$ cat src/rtl/stream_mux_nchan.sv
// N-channel valid/ready stream mux with a single registered output stage.
// Optional packet lock (grant held until In_Last) under STREAM_MUX_PKT_LOCK_EN.
//
// state | meaning
// EMPTY | output register holds no beat (Out_Valid=0)
// FULL  | output register holds a beat awaiting Out_Ready
module stream_mux_nchan #(
  parameter int WIDTH    = 8,
  parameter int CHANNELS = 4,
  parameter int SEL_W    = (CHANNELS > 2) ? $clog2(CHANNELS) : 1
) (
  input  logic                      Clk,
  input  logic                      Reset,
  input  logic [CHANNELS*WIDTH-1:0] I,
  input  logic [CHANNELS-1:0]       In_Valid,
  output logic [CHANNELS-1:0]       In_Ready,
  input  logic [SEL_W-1:0]          Select_Line,
  input  logic                      Mode,
`ifdef STREAM_MUX_PKT_LOCK_EN
  input  logic [CHANNELS-1:0]       In_Last,
  output logic                      Out_Last,
`endif
  output logic [WIDTH-1:0]          Out,
  output logic                      Out_Valid,
  input  logic                      Out_Ready,
  output logic [SEL_W-1:0]          Out_Channel,
  output logic                      Sel_Error
);

  typedef enum logic {EMPTY, FULL} state_e;

  state_e             state_q, state_d;
  logic [WIDTH-1:0]   out_q;
  logic [SEL_W-1:0]   ch_q;
  logic [SEL_W-1:0]   ptr_q;
  logic               err_q;

  logic               load_en;
  logic               grant_vld;
  logic [SEL_W-1:0]   grant;
  logic [WIDTH-1:0]   data_sel;
  logic               accept;
  logic               sel_oor;
  logic [SEL_W-1:0]   ptr_next;

`ifdef STREAM_MUX_PKT_LOCK_EN
  logic               lock_q;
  logic [SEL_W-1:0]   lock_ch_q;
  logic               last_q;
  logic               last_sel;
`endif

  assign Out_Valid   = (state_q == FULL);
  assign Out         = out_q;
  assign Out_Channel = ch_q;
  assign Sel_Error   = err_q;

  assign load_en  = !Out_Valid || Out_Ready;
  assign sel_oor  = (int'(Select_Line) >= CHANNELS);
  assign accept   = grant_vld && load_en;
  assign ptr_next = SEL_W'((int'(grant) + 1) % CHANNELS);

  // Grant selection: lock (if enabled) overrides both fixed and round-robin modes
  always_comb begin
    grant_vld = 1'b0;
    grant     = '0;
`ifdef STREAM_MUX_PKT_LOCK_EN
    if (lock_q) begin
      for (int c = 0; c < CHANNELS; c++) begin
        if (lock_ch_q == SEL_W'(c) && In_Valid[c]) begin
          grant_vld = 1'b1;
          grant     = SEL_W'(c);
        end
      end
    end else
`endif
    if (!Mode) begin
      for (int c = 0; c < CHANNELS; c++) begin
        if (Select_Line == SEL_W'(c) && In_Valid[c]) begin
          grant_vld = 1'b1;
          grant     = SEL_W'(c);
        end
      end
    end else begin
      for (int k = 0; k < CHANNELS; k++) begin
        if (!grant_vld && In_Valid[(int'(ptr_q) + k) % CHANNELS]) begin
          grant_vld = 1'b1;
          grant     = SEL_W'((int'(ptr_q) + k) % CHANNELS);
        end
      end
    end
  end

  always_comb begin
    data_sel = '0;
    In_Ready = '0;
`ifdef STREAM_MUX_PKT_LOCK_EN
    last_sel = 1'b0;
`endif
    for (int c = 0; c < CHANNELS; c++) begin
      if (grant == SEL_W'(c)) begin
        data_sel    = I[c*WIDTH +: WIDTH];
        In_Ready[c] = grant_vld && load_en && !Reset;
`ifdef STREAM_MUX_PKT_LOCK_EN
        last_sel    = In_Last[c];
`endif
      end
    end
  end

  always_comb begin
    state_d = state_q;
    if (load_en) begin
      state_d = grant_vld ? FULL : EMPTY;
    end
  end

  always_ff @(posedge Clk or posedge Reset) begin
    if (Reset) begin
      state_q <= EMPTY;
      out_q   <= '0;
      ch_q    <= '0;
      ptr_q   <= '0;
      err_q   <= 1'b0;
    end else begin
      state_q <= state_d;
      if (accept) begin
        out_q <= data_sel;
        ch_q  <= grant;
      end
      if (accept && Mode) begin
        ptr_q <= ptr_next;
      end
      if (!Mode && sel_oor) begin
        err_q <= 1'b1;
      end
    end
  end

`ifdef STREAM_MUX_PKT_LOCK_EN
  assign Out_Last = last_q;

  always_ff @(posedge Clk or posedge Reset) begin
    if (Reset) begin
      lock_q    <= 1'b0;
      lock_ch_q <= '0;
      last_q    <= 1'b0;
    end else if (accept) begin
      lock_q    <= !last_sel;
      lock_ch_q <= grant;
      last_q    <= last_sel;
    end
  end
`endif

endmodule
$ cat config.mk
export PLATFORM = sky130hd
export DESIGN_NAME = stream_mux_nchan
export DESIGN_NICKNAME = d
export VERILOG_FILES = /design/src/rtl/stream_mux_nchan.sv
export SDC_FILE = /design/constraint.sdc
export NUM_CORES = 1
export LEC_CHECK = 0
export CAP_MARGIN = 20
export CORE_MARGIN = 2
export CORE_UTILIZATION = 42
export DETAILED_ROUTE_END_ITERATION = 16
export GPL_ROUTABILITY_DRIVEN = 0
export PLACE_DENSITY_LB_ADDON = 0.08
export RECOVER_POWER = 50
export SETUP_SLACK_MARGIN = 0.5
export SYNTH_ARGS = -nofsm -noshare
export SYNTH_HDL_FRONTEND = slang
export SYNTH_SLANG_ARGS = --single-unit
$ cat constraint.sdc
create_clock -name Clk -period 8.3 [get_ports Clk]
set_input_delay 2.075 -clock Clk [delete_from_list [all_inputs] [get_ports Clk]]
set_output_delay 2.075 -clock Clk [all_outputs]
set_load 0.05 [all_outputs]
==> results of run 1 <==
[Yosys cell counts, types with 2 or more instances]
cell type	n
mux2_4	5
nand2_1	11
a21oi_1	3
and3_2	5
nor2b_1	11
mux2_2	7
o31ai_1	7
nand2b_1	4
clkbuf_1	3
inv_1	5
ha_1	4
a221oi_1	7
dfrtp_1	13
nor2_1	2
[power by group through the flow]
stage          combinational, µW  sequential (µW)  clock, µW
2_1_floorplan                103              183          0
6_report                     261              106       38.9
3_3_place_gp                 262              107          0
3_5_place_dp                 265              108          0
5_1_grt                      277              110       44.1
4_1_cts                      267              107       40.5
[per-stage QoR]
step                std cells  utilization  area [µm²]  total power (µW)  hold slack (ns)
floorplan                 109            -        1080               286            0.539
global placement          189        0.669        1640               369            0.491
detailed placement        189        0.669        1640               373            0.496
CTS                       193        0.679        1670               415            0.522
global route              193        0.679        1670               431            0.527
finish                    193        0.679        1670               407            0.512
[layout make-up]
cell class,count,area share
Sequential cell,13,0.195
Multi-Input combinational cell,85,0.419
Inverter,5,0.0113
Timing Repair Buffer,56,0.336
Clock buffer,4,0.0158
Tap cell,30,0.0225
[registers in the layout (all words and copies together) (netlist names)]
register and count:
Out 8, Out_Channel 2, ptr_q 2, Out_Valid 1
[kinds of logic after synthesis]
family	after synthesis
compound gates	26
mux	15
flops	13
fa+ha+maj	4
other cells	1
buf+inv	11
simple gates	39
[worst max path at each step]
stage                   to  slack (ns)
2_1_floorplan  In_Ready[3]        2.37
3_3_place_gp   In_Ready[3]        1.21
3_5_place_dp   In_Ready[3]        1.11
4_1_cts        In_Ready[3]        1.07
5_1_grt        In_Ready[3]        0.87
6_report       In_Ready[3]        1.01
[per-layer routing]
metal  wire length (µm)  vias to the layer above  GRT usage
li1                   -                      515          -
met1               1280                      511      0.270
met2               1480                       31      0.359
met3                170                        2     0.0656
met4                 27                        0     0.0500
met5                  0                        -          0
==> impl_metrics.csv, run 1 <==
group,metric,value,unit
critical_path,crit_buf_inv,2,
synth,synthCells,109,
cts,cts_tree,"built",
power_and_ir_drop,sw_frac_of_total,0.461,
layout,drive_gt1_frac,0.141,
timing,rsz0062_at_grt,"false",
die,ioPinCount,58,
timing,fmax,137,MHz
synth,synth.area.mux_share,0.197,
synth,synthFlopType,"dfrtp_1",
timing,setup_viol,0,
critical_path,cpPeakStageDelay,0.79,ns
drt,avgViaCountPerCell,5.49,
cts,cts_hold_buf,0,
critical_path,r2r-end,"Out[0]",
synth,yosys.area_share.simple,0.211,
synth,yosys.area.top_type_share,0.302,
layout,area_growth,54.8,%
synth,synth_top_family_by_area,"simple AND/OR/NAND/NOR gates",
hold_path,min-delay-path-class,"flip-flop to flip-flop",
synth,ys_warn_count,0,
critical_path,critPathKind,"primary input to output port",
synth,synth.avg_cell_area,9.88,µm²
critical_path,timing.rr.start,"ptr_q[1]",
cts,htree_levels,1,
die,rows,18,
synth,synthXorXnorAreaFrac,0,
drt,drt-pass1-iter-count,4,
global_routing,antenna_found_initial,0,
die,die_w,54.6,µm
power_and_ir_drop,p_int,219,µW
drt,drt_iter0_markers,22,
timing,slew_headroom,0.599,
critical_path,cp_top_family,"buffers and inverters",
die,core,2450,µm²
power_and_ir_drop,peakVddDrop,0.000175,V
critical_path,critPathCaptureType,"output port",
drt,drc_errors,0,
cts,cts_repair_resize_count,0,
run,maxCapViolCount,0,
placement,place.detailed.hpwl,2300,µm
layout,multi_input_area,699,µm²
critical_path,rr_worst_depth,9,
cts,cts-root-buf,"clkbuf_4",
critical_path,crit_cells,7,
timing,finalCritPeriodShare,0.878,
synth,async_flop_share,1.00,
synth,synth_area,1080,µm²
critical_path,crit_path_top_delay_cell,"clkdlybuf4s50_1",
synth,synth_compound_area_frac,0.190,
drt,antenna_left,0,
drt,finalWirelength,2960,µm
drt,vias,1059,
critical_path,cp.required,6.23,ns
cts,insertion_delay,0.28,ns
critical_path,critical_path.max_fanout,17,
critical_path,timing.reg2reg.setup_slack,5.51,ns
power_and_ir_drop,p_switching,188,µW
timing,fin_ws,1.01,ns
critical_path,crit_arrival,5.22,ns
layout,final_cell_mix,"clkdlybuf4s50_1, dfrtp_1, nand2_1, nor2b_1, dlygate4sd3_1",
synth,synth_edf_count,0,
global_routing,grt_max_degree,18,
cts,cts_made_buffers,3,
global_routing,overflow,0,
timing,period_needed,7.29,ns
die,start_util,0.439,
layout,diodes,0,
power_and_ir_drop,pwr-share-clk,0.096,
layout,final_common_cell,"clkdlybuf4s50_1",
synth,seq_area_frac_synth,0.302,
placement,dp_worst_setup_slack,1.11,ns
timing,worstMarginPinSlew,0.600,ns
cts,postCtsSetupBuffers,0,
cts,path_clk_slew,0.07,ns
layout,final_net_count,210,
timing,final_hold_viol_count,0,
synth,synth_fa_ha_area_frac,0.0465,
critical_path,path_cells,"dlygate4sd3_1, nor2b_1, a311oi_1, o32ai_1, ha_1, and3_2, clkdlybuf4s50_1",
layout,nFillCells,211,
power_and_ir_drop,power_frac_comb,0.643,
die,dieArea,2990,µm²
global_routing,track_usage,0.216,
run_status,status,"finished clean",
cts,cts.sinks,13,
placement,io_buffers,56,
timing,setup_tns,0,ns
power_and_ir_drop,power_density,244,nW/µm²
synth,synth_cell_types,36,
drt,routedWlPerCell,15.4,µm
die,dieHeight,54.6,µm
cts,cts_max_path_buffers,2,
power_and_ir_drop,seq_power_share,0.262,
synth,synth_top_cell_by_area,"dfrtp_1",
power_and_ir_drop,p_leak,0.000686,µW
timing,final_max_slew_viol_count,0,
synth,synth_nets,155,
synth,synth_area_leaders,"dfrtp_1, mux2_2, mux2_4",
timing,final.setup_skew,0.00300,ns
global_routing,grt_pass1_vias,991,
layout,regArea,325,µm²
hold_path,hp-start,"Out[6]",
hold_path,min_path_cells,1,
critical_path,critPathLaunch,"In_Valid[2]",
critical_path,cp-start-kind,"primary input",
global_routing,grt_pass1_wl,4590,µm
hold_path,worst_hold_path.endpoint,"Out[6]",
synth,synth.ff_latch_count,13,
No activity file was read; power rests on OpenSTA's default activity.
==> inputs of run 2 (changes only) <==
Settings changed: CORE_ASPECT_RATIO from default to 1.4, GPL_TIMING_DRIVEN from default to 0, REMOVE_ABC_BUFFERS from default to 1.
==> run 2 against run 1 <==
Combinational power about the same. Sequential power about the same. Clock-buffer cell count unchanged. Setup slack gained 0.033 ns. Clock power is essentially flat. Wire length down 3.4%. Non-clock buffer count did not move. First-iteration DRC count rose by 23%. Final cell count up 2.1%. Largest power group unchanged.
==> impl_metrics.csv, run 2 (synthesis gave the netlist of run 1 again) <==
group,metric,value,unit
cts,htree_levels,1,
drt,finalWirelength,2860,µm
cts,cts.sinks,13,
timing,fmax,138,MHz
cts,path_clk_slew,0.08,ns
critical_path,timing.rr.start,"ptr_q[1]",
die,core,2420,µm²
placement,place.detailed.hpwl,2290,µm
critical_path,critPathLaunch,"In_Valid[2]",
timing,final.setup_skew,0.00310,ns
die,dieArea,2990,µm²
critical_path,critPathKind,"primary input to output port",
global_routing,grt_pass1_vias,1102,
cts,cts_tree,"built",
hold_path,hp-start,"Out[5]",
timing,worstMarginPinSlew,0.581,ns
timing,rsz0062_at_grt,"false",
drt,vias,1070,
placement,dp.cells,193,
critical_path,critical_path.max_fanout,17,
timing,finalCritPeriodShare,0.874,
cts,cts_max_path_buffers,2,
drt,antenna_left,0,
layout,largest_reg_flops,8,
run_status,status,"finished clean",
layout,multi_input_area,699,µm²
drt,routedWlPerCell,14.5,µm
layout,final_cell_mix,"clkdlybuf4s50_1, dfrtp_1, nand2_1, nor2b_1, dlygate4sd3_1",
die,dieHeight,63.9,µm
critical_path,critPathCaptureType,"output port",
hold_path,min-delay-path-class,"flip-flop to flip-flop",
cts,postCtsSetupBuffers,0,
drt,drc_errors,0,
layout,final_common_cell,"clkdlybuf4s50_1",
cts,insertion_delay,0.27,ns
die,die_w,46.8,µm
layout,drive_gt1_frac,0.141,
power_and_ir_drop,power_density,243,nW/µm²
layout,nFillCells,198,
cts,cts_repair_resize_count,0,
layout,regArea,325,µm²
global_routing,grt_pass1_wl,4620,µm
critical_path,cp-start-kind,"primary input",
timing,final_hold_viol_count,0,
layout,instances_no_fill,197,
layout,diodes,0,
global_routing,overflow,0,
timing,setup_tns,0,ns
drt,avgViaCountPerCell,5.43,
global_routing,grt_max_degree,18,
drt,drt_iter0_markers,27,
cts,cts-root-buf,"clkbuf_4",
timing,final_max_slew_viol_count,0,
cts,cts_hold_buf,0,
layout,area_growth,55.3,%
run,maxCapViolCount,0,
placement,io_buffers,56,
power_and_ir_drop,peakVddDrop,0.000167,V
critical_path,crit_arrival,5.18,ns
drt,drt-pass1-iter-count,4,
timing,period_needed,7.26,ns
timing,slew_headroom,0.612,
die,start_util,0.446,
cts,cts_made_buffers,3,
layout,final_net_count,210,
global_routing,track_usage,0.211,
power_and_ir_drop,p_leak,0.000687,µW
die,ioPinCount,58,
global_routing,antenna_found_initial,0,
critical_path,cp.required,6.23,ns
die,rows,21,
timing,setup_viol,0,
[run 2: cell counts in the layout (fill, tap and decap cells not counted)]
Identical to the previous run, type by type.
[run 2: layout make-up]
cell class              instances  area share
well taps                      34      0.0254
clock buffers                   4      0.0157
flip-flops and latches         13       0.194
inverters                       5      0.0112
multi-input cells              85       0.418
repair buffers                 56       0.335
[run 2: final timing paths]
| path | endpoint | slack (ns) | depth (start not counted) |
|---|---|---|---|
| worst max-delay path | In_Ready[3] | 1.04 | 7 |
| worst min-delay path | Out[5] | 0.51 | 1 |
| worst max register to register | Out[6] | 5.37 | 9 |
| worst min register to register | Out[5] | 0.51 | 1 |
| max in group asynchronous | Out[3] | 5.64 | 2 |
| min in group asynchronous | Out_Valid | 2.29 | 2 |
[run 2: metrics by stage]
stage / area, µm² / utilization / power [µW] / hold slack, ns / setup slack, ns
6_report: 1670 / 0.692 / 406 / 0.505 / 1.04
5_1_grt: 1670 / 0.692 / 430 / 0.527 / 0.838
4_1_cts: 1670 / 0.692 / 414 / 0.513 / 0.994
3_5_place_dp: 1650 / 0.681 / 375 / 0.495 / 0.997
3_3_place_gp: 1650 / 0.681 / 369 / 0.489 / 1.06
2_1_floorplan: 1040 / - / 284 / 0.539 / 2.58
[run 2: critical path: stages]
cell	delay, ns
clkdlybuf4s50_1	0.60
nor2b_1	0.17
a311oi_1	0.06
o32ai_1	0.55
ha_1	0.63
and3_2	0.29
clkdlybuf4s50_1	0.80
[run 2: power by group]
group	switching [µW]	total [µW]	internal [µW]
Combinational	150	261	111
Sequential	16.4	106	89.2
Clock	20.2	38.9	18.6
Total	187	406	219
[run 2: routing by layer]
metal	up-vias	track usage	routed length (µm)
met5	-	0	0
met2	39	0.404	1560
met1	511	0.209	1040
li1	516	-	-
met4	0	0.0938	59
met3	4	0.0169	204
